[src/rtl/seq_divider.sv]
// seq_divider: multi-cycle restoring divider, signed or unsigned, one quotient bit per clock.
// result_o packs {remainder, quotient}; a zero divisor completes early with an all-zero result.
module seq_divider #(
    parameter int DATA_W = 32
) (
    input  logic                  clk,
    input  logic                  rst,
    input  logic                  signed_div_i,
    input  logic [DATA_W-1:0]     opdata1_i,
    input  logic [DATA_W-1:0]     opdata2_i,
    input  logic                  start_i,
    input  logic                  annul_i,
    output logic [2*DATA_W-1:0]   result_o,
    output logic                  ready_o
);
    localparam int CW = $clog2(DATA_W + 1);
    localparam logic [CW-1:0] LAST = CW'(DATA_W);

    typedef enum logic [1:0] {S_IDLE, S_DIVZERO, S_ON, S_END} state_t;

    state_t                r_state;
    logic [CW-1:0]         r_cnt;
    logic [2*DATA_W:0]     r_work;
    logic [DATA_W-1:0]     r_div;
    logic                  r_sq;
    logic                  r_sr;
    logic [2*DATA_W-1:0]   r_result;
    logic                  r_ready;

    logic                  w_neg1;
    logic                  w_neg2;
    logic [DATA_W-1:0]     w_mag1;
    logic [DATA_W-1:0]     w_mag2;
    logic [DATA_W:0]       w_diff;
    logic [DATA_W-1:0]     w_quo;
    logic [DATA_W-1:0]     w_rem;

    assign w_neg1 = signed_div_i & opdata1_i[DATA_W-1];
    assign w_neg2 = signed_div_i & opdata2_i[DATA_W-1];
    assign w_mag1 = w_neg1 ? -opdata1_i : opdata1_i;
    assign w_mag2 = w_neg2 ? -opdata2_i : opdata2_i;
    // Trial subtraction of the divisor from the partial remainder; MSB set means it did not fit.
    assign w_diff = {1'b0, r_work[2*DATA_W-1:DATA_W]} - {1'b0, r_div};
    assign w_quo  = r_work[DATA_W-1:0];
    assign w_rem  = r_work[2*DATA_W:DATA_W+1];

    assign result_o = r_result;
    assign ready_o  = r_ready;

    always_ff @(posedge clk or posedge rst) begin
        if (rst) begin
            r_state  <= S_IDLE;
            r_cnt    <= '0;
            r_work   <= '0;
            r_div    <= '0;
            r_sq     <= 1'b0;
            r_sr     <= 1'b0;
            r_result <= '0;
            r_ready  <= 1'b0;
        end else begin
            case (r_state)
                S_IDLE: begin
                    if (start_i && !annul_i) begin
                        r_sq    <= w_neg1 ^ w_neg2;
                        r_sr    <= w_neg1;
                        r_div   <= w_mag2;
                        r_work  <= {{DATA_W{1'b0}}, w_mag1, 1'b0};
                        r_cnt   <= '0;
                        r_state <= (opdata2_i == '0) ? S_DIVZERO : S_ON;
                    end
                end
                S_DIVZERO: begin
                    if (annul_i) begin
                        r_state <= S_IDLE;
                    end else begin
                        r_result <= '0;
                        r_ready  <= 1'b1;
                        r_state  <= S_END;
                    end
                end
                S_ON: begin
                    if (annul_i || !start_i) begin
                        r_state <= S_IDLE;
                    end else if (r_cnt != LAST) begin
                        r_work <= w_diff[DATA_W] ? {r_work[2*DATA_W-1:0], 1'b0}
                                                 : {w_diff[DATA_W-1:0], r_work[DATA_W-1:0], 1'b1};
                        r_cnt  <= r_cnt + CW'(1);
                    end else begin
                        r_result <= {r_sr ? -w_rem : w_rem, r_sq ? -w_quo : w_quo};
                        r_ready  <= 1'b1;
                        r_state  <= S_END;
                    end
                end
                S_END: begin
                    if (annul_i || !start_i) begin
                        r_ready <= 1'b0;
                        r_state <= S_IDLE;
                    end
                end
                default: r_state <= S_IDLE;
            endcase
        end
    end
endmodule

[config.mk]
export PLATFORM = sky130hd
export DESIGN_NAME = seq_divider
export DESIGN_NICKNAME = d
export VERILOG_FILES = /design/src/rtl/seq_divider.sv
export SDC_FILE = /design/constraint.sdc
export NUM_CORES = 1
export LEC_CHECK = 0
export ABC_CLOCK_PERIOD_IN_PS = 13100
export CAP_MARGIN = 5
export CORE_MARGIN = 2
export CORE_UTILIZATION = 61
export DETAILED_ROUTE_END_ITERATION = 8
export GPL_TIMING_DRIVEN = 1
export PLACE_DENSITY = 0.86
export REMOVE_ABC_BUFFERS = 1
export SLEW_MARGIN = 20
export SYNTH_ARGS = -nofsm -noshare
export SYNTH_HDL_FRONTEND = slang
export SYNTH_SLANG_ARGS = --single-unit
[constraint.sdc]
create_clock -name clk -period 13.1 [get_ports clk]
set_input_delay 2.62 -clock clk [delete_from_list [all_inputs] [get_ports clk]]
set_output_delay 2.62 -clock clk [all_outputs]
set_load 0.01 [all_outputs]
==> flow_summary.yaml, run 1 <==
run_status:
  status: "complete, no violations"
cts:
  cts.sinks: 172
  ctsRootBufferMaster: "clkbuf_16"
  holdBufCountCts: 0
  cts_setup_buffers: 0
  clock_latency_ps: 440
  cts_tree: "built"
  htreeDepth: 4
  path_clk_slew_ps: 70
  cts_resized: 0
  cts_buffer_depth: 2
  cts_buffers: 17
worst_setup_path:
  regToRegEndpoint: "r_work[64]$_DFFE_PP0P_"
  end_kind: "flip-flop"
  slowest_stage: "nor4_1"
  r2r_slack_ps: 9120
  crit_chain: "clkdlybuf4s50_1 -> or4_1 -> or3_1 -> nor4b_2 -> nand2_1 -> or3_1 -> nor4_1 -> o21ai_0 -> a21oi_1"
  ff2ff_path_depth: 12
  crit_top_cell: "or3_1"
  arrival_ps: 6050
  startpoint_type: "input pin"
  criticalPathCategory: "input pin to flip-flop"
  rr_startpoint: "r_work[32]$_DFFE_PP0P_"
  crit_path_max_fanout: 6
  cp_data_required_time_ps: 13460
  cp-endpoint: "r_state[0]$_DFFE_PP0P_"
  crit_path_max_incr_delay_ps: 590
  startpoint: "opdata2_i[8]"
route:
  firstDrtPassIters: 5
  remaining_drc_errors: 0
  viasPerCell: 6.11
  vias: 10000
  ant_nets: 0
  wire_per_inst_um: 17.2
  drtIter0Drc: 987
  totalWireLength_um: 28200
yosys:
  ys_top_cells_by_area: "dfrtp_1 (39%), o21ai_0 (9.2%), xor2_1 (8.7%)"
  yosys_register_bits: 172
  synth.top_cell.area_share: 0.392
  synth.most_common_cell: "nand2_1"
  synth_enable_flop_cells: 0
  yosysTopAreaCell: "dfrtp_1"
  synth.distinct_cells: 54
  yosys-top-cells-count: "nand2_1 (206), o21ai_0 (202), dfrtp_1 (172)"
  async_flop_share: 1.00
  synth_area_per_cell_um2: 8.45
  synthesis.area_um2: 11000
  synth_cells: 1300
  yosys_warnings: 0
  ys_seq_area_frac: 0.392
  synth-main-ff-cell: "dfrtp_1"
timing:
  worst_slack_ps: 7410
  finalSetupViolCount: 0
  tns_ps: 0
  slew_headroom: 0.309
  fin_crit_sh: 0.434
  whs_ps: 477
  finalHoldViolations: 0
  rsz0062_at_grt: "false"
  drv_slew: 0
  timing.fmax_mhz: 176
  worst_slew_pin_slew_ps: 1040
  skew_ps: 13.0
  period_minus_slack_ps: 5690
power:
  total_leakage_power_uw: 0.00562
  p_per_area_nw_per_um2: 108
  ir_drop_v: 0.000111
place:
  pre_cts_ws_ps: 7020
  routabilityCongestion: 0.894
  dp_hpwl_um: 19600
  io_buffers: 133
floorplan:
  num_io_pins: 134
  fp.dieH_um: 138
  die_w_um: 138
  initial_utilization: 0.616
  core_area_um2: 17800
  die_area_um2: 19100
  rows: 49
global_routing:
  grt_pass1_wl_um: 47100
  overflow: 0
  grt_pass1_vias: 9737
  antenna_found_initial: 0
  grt_max_degree: 104
  grt.total_usage: 0.297
layout:
  drive_gt1_frac: 0.0455
  multi_input_area_um2: 6260
  regArea_um2: 4300
  area_growth_pct: 18.8
  finalCoreUtilization: 0.732
  fin_nets: 1504
  fillerInstances: 1338
  diodes: 0
min_path:
  hold_path_depth: 2
  min_path_type: "flip-flop to flip-flop"
run:
  drv_cap: 0
-- flip-flops by register name (all words and copies together) (netlist names) --
name / cells
r_state: 2
r_cnt: 6
r_sr: 1
ready_o: 1
r_div: 32
r_sq: 1
r_work: 65
result_o: 64
-- area by class of cell --
type / count / share of cell area
sequential: 172 / 0.330
inverter: 53 / 0.0156
multi-input combinational: 1009 / 0.480
clock buffer: 19 / 0.0347
timing repair buffer: 142 / 0.107
clock inverter: 13 / 0.0109
tap: 229 / 0.0220
-- how the worst min path moves through the flow --
stage               slack (ps)                       end                startpoint
finish                     480  result_o[20]$_DFFE_PP0P_  result_o[20]$_DFFE_PP0P_
global route               500  result_o[44]$_DFFE_PP0P_  result_o[44]$_DFFE_PP0P_
CTS                        490     r_div[26]$_DFFE_PP0P_     r_div[26]$_DFFE_PP0P_
detailed placement         470     r_div[26]$_DFFE_PP0P_     r_div[26]$_DFFE_PP0P_
global placement           460  result_o[60]$_DFFE_PP0P_  result_o[60]$_DFFE_PP0P_
floorplan                  450     r_div[18]$_DFFE_PP0P_     r_div[18]$_DFFE_PP0P_
-- per-stage QoR --
step / power, uW / std cells / instance area, um2
after floorplan: 806 / 1234 / 10700
after global placement: 886 / 1605 / 12400
after detailed placement: 898 / 1605 / 12400
after CTS: 1410 / 1637 / 13000
after global routing: 1480 / 1637 / 13100
final: 1410 / 1637 / 13100
-- routing by layer --
metal,global-route usage,wire length [um],up-vias
met5,0,0,-
met2,0.497,14000,350
li1,-,-,4777
met4,0.112,728,0
met3,0.0433,1490,64
met1,0.394,12000,4809
-- worst max-delay path: cells and delay by family --
family	cells	cell delay, ps
buf+inv	1	470
simple gates	6	2610
compound gates	2	350
-- cells in the final DEF, fill, tap and decap left out, drive strengths merged, types with 3 or more instances in the layout --
cell / instances
a32oi: 14
o21a: 7
mux2i: 20
clkinv: 9
nand2b: 13
clkdlybuf4s50: 133
o31ai: 37
nand3: 11
nand4: 11
buf: 9
o211ai: 3
o21bai: 5
a21o: 13
nor3: 8
o21ai: 212
dfrtp: 172
nor2: 65
or2: 9
xor2: 109
and2: 4
or4: 16
xnor2: 39
o41ai: 17
nand2: 206
a21oi: 72
clkbuf: 19
and3: 3
ha: 39
a211oi: 4
nor2b: 8
nor4: 13
inv: 54
a31oi: 9
or3: 20
-- cells by family after synthesis --
| family | synth area share |
|---|---|
| AO/OA/AOI/OAI | 0.221 |
| XOR/XNOR | 0.118 |
| adder cells (fa/ha/maj) | 0.0462 |
| buffers and inverters | 0.0409 |
| flip-flops | 0.392 |
| multiplexers | 0.0182 |
| AND/OR/NAND/NOR | 0.164 |
-- power breakdown --
group | internal (uW) | switching, uW
clock network | 292 | 222
registers | 567 | 41.9
logic | 120 | 167
total | 980 | 431
No activity file was read; power rests on OpenSTA's default activity.
==> run 2, diff against run 1 <==
--- a/config.mk
+++ b/config.mk
@@ -5,13 +5,13 @@
 export SDC_FILE = /design/constraint.sdc
 export NUM_CORES = 1
 export LEC_CHECK = 0
-export ABC_CLOCK_PERIOD_IN_PS = 13100
+export ABC_CLOCK_PERIOD_IN_PS = 5150
 export CAP_MARGIN = 5
 export CORE_MARGIN = 2
-export CORE_UTILIZATION = 61
+export CORE_UTILIZATION = 51
 export DETAILED_ROUTE_END_ITERATION = 8
 export GPL_TIMING_DRIVEN = 1
-export PLACE_DENSITY = 0.86
+export PLACE_DENSITY = 0.77
 export REMOVE_ABC_BUFFERS = 1
 export SLEW_MARGIN = 20
 export SYNTH_ARGS = -nofsm -noshare
==> constraint.sdc (replaced) <==
create_clock -name clk -period 5.15 [get_ports clk]
set_input_delay 1.03 -clock clk [delete_from_list [all_inputs] [get_ports clk]]
set_output_delay 1.03 -clock clk [all_outputs]
set_load 0.01 [all_outputs]
==> flow_summary.yaml, run 2 (synthesis gave the netlist of run 1 again) <==
route:
  viasPerCell: 5.77
  remaining_drc_errors: 0
  wire_per_inst_um: 16.3
  drtIter0Drc: 654
  totalWireLength_um: 27400
  ant_nets: 0
  firstDrtPassIters: 5
  vias: 9710
worst_setup_path:
  end_kind: "flip-flop"
  criticalPathCategory: "input pin to flip-flop"
  cp_data_required_time_ps: 5510
  startpoint_type: "input pin"
  crit_path_max_fanout: 6
  arrival_ps: 4420
timing:
  slew_headroom: 0.315
  finalSetupViolCount: 0
  drv_slew: 0
  period_minus_slack_ps: 4070
  worst_slack_ps: 1080
  worst_slew_pin_slew_ps: 1030
  rsz0062_at_grt: "false"
  fin_crit_sh: 0.790
  skew_ps: 10.4
  whs_ps: 477
  timing.fmax_mhz: 246
  finalHoldViolations: 0
run_status:
  status: "complete, no violations"
layout:
  final_cells: 1682
  top_register: "r_work"
  largest_reg_flops: 65
  design_area_um2: 13100
  layout_common_cells: "nand2_1 (206), o21ai_0 (202), dfrtp_1 (172)"
  diodes: 0
  area_growth_pct: 19.3
  fin_nets: 1504
  layout_commonest_cell: "nand2_1"
  drive_gt1_frac: 0.0434
cts:
  cts.sinks: 172
  cts_resized: 0
  path_clk_slew_ps: 70
  cts_buffers: 17
  htreeDepth: 4
  cts_tree: "built"
  cts_setup_buffers: 0
  clock_latency_ps: 440
  ctsRootBufferMaster: "clkbuf_16"
  cts_buffer_depth: 2
  holdBufCountCts: 0
global_routing:
  grt_pass1_wl_um: 45000
  grt.total_usage: 0.248
  grt_pass1_vias: 9032
  overflow: 0
  grt_max_degree: 108
  antenna_found_initial: 0
min_path:
  min_path_type: "flip-flop to flip-flop"
power:
  ir_drop_v: 0.000252
  p_per_area_nw_per_um2: 272
  fin_total_pwr_uw: 3560
  total_leakage_power_uw: 0.00560
floorplan:
  initial_utilization: 0.521
  rows: 53
  die_area_um2: 22700
  die_w_um: 151
  core_area_um2: 21100
  fp.dieH_um: 151
  num_io_pins: 134
place:
  routabilityCongestion: 0.893
  dp.cells: 1651
  pre_cts_ws_ps: 644
  io_buffers: 133
  placed_area_um2: 12500
  dp_hpwl_um: 19800
run:
  drv_cap: 0
run 2: worst max-delay path, cell delays in order:
cell,delay (ps)
clkdlybuf4s50_1,510
or4_1,530
or3_1,410
nor4b_2,420
nand2_1,240
or3_1,450
nor4_1,500
o21ai_0,180
a21oi_1,160
run 2: final cells by class:
cell class	instances	area [um2]
fill	1840	7990
multi-input combinational	1009	6250
sequential	172	4300
timing repair buffer	142	1410
clock buffer	20	447
tap	275	344
inverter	53	204
clock inverter	11	136
run 2: path summary, 6_finish.rpt:
path	slack (ps)	endpoint	from	cells after the start
min in group asynchronous	1220	result_o[27]$_DFFE_PP0P_	rst	2
setup / recovery	1080	r_state[0]$_DFFE_PP0P_	opdata2_i[6]	9
max in group asynchronous	3050	r_work[38]$_DFFE_PP0P_	rst	3
setup reg to reg	1200	r_work[51]$_DFFE_PP0P_	r_work[32]$_DFFE_PP0P_	12
hold / removal	480	result_o[25]$_DFFE_PP0P_	result_o[25]$_DFFE_PP0P_	2
hold reg to reg	480	result_o[25]$_DFFE_PP0P_	result_o[25]$_DFFE_PP0P_	2
run 2: metrics by stage:
step,TNS (ps),utilization
6_report,0,0.621
5_1_grt,0,0.621
4_1_cts,0,0.621
3_5_place_dp,0,0.594
3_3_place_gp,0,0.594
2_1_floorplan,-92900,-
run 2: routing by layer:
metal | GRT usage | share of wire
met5 | 0 | 0
met4 | 0.0785 | 0.024
met3 | 0.0424 | 0.050
met2 | 0.401 | 0.47
met1 | 0.341 | 0.45
run 2: report_power, final:
| part | internal, uW | leakage, uW | switching [uW] |
|---|---|---|---|
| Sequential | 1440 | 0.00228 | 103 |
| Combinational | 306 | 0.00304 | 415 |
| Clock | 732 | 0.000278 | 563 |
| Total | 2480 | 0.00560 | 1080 |
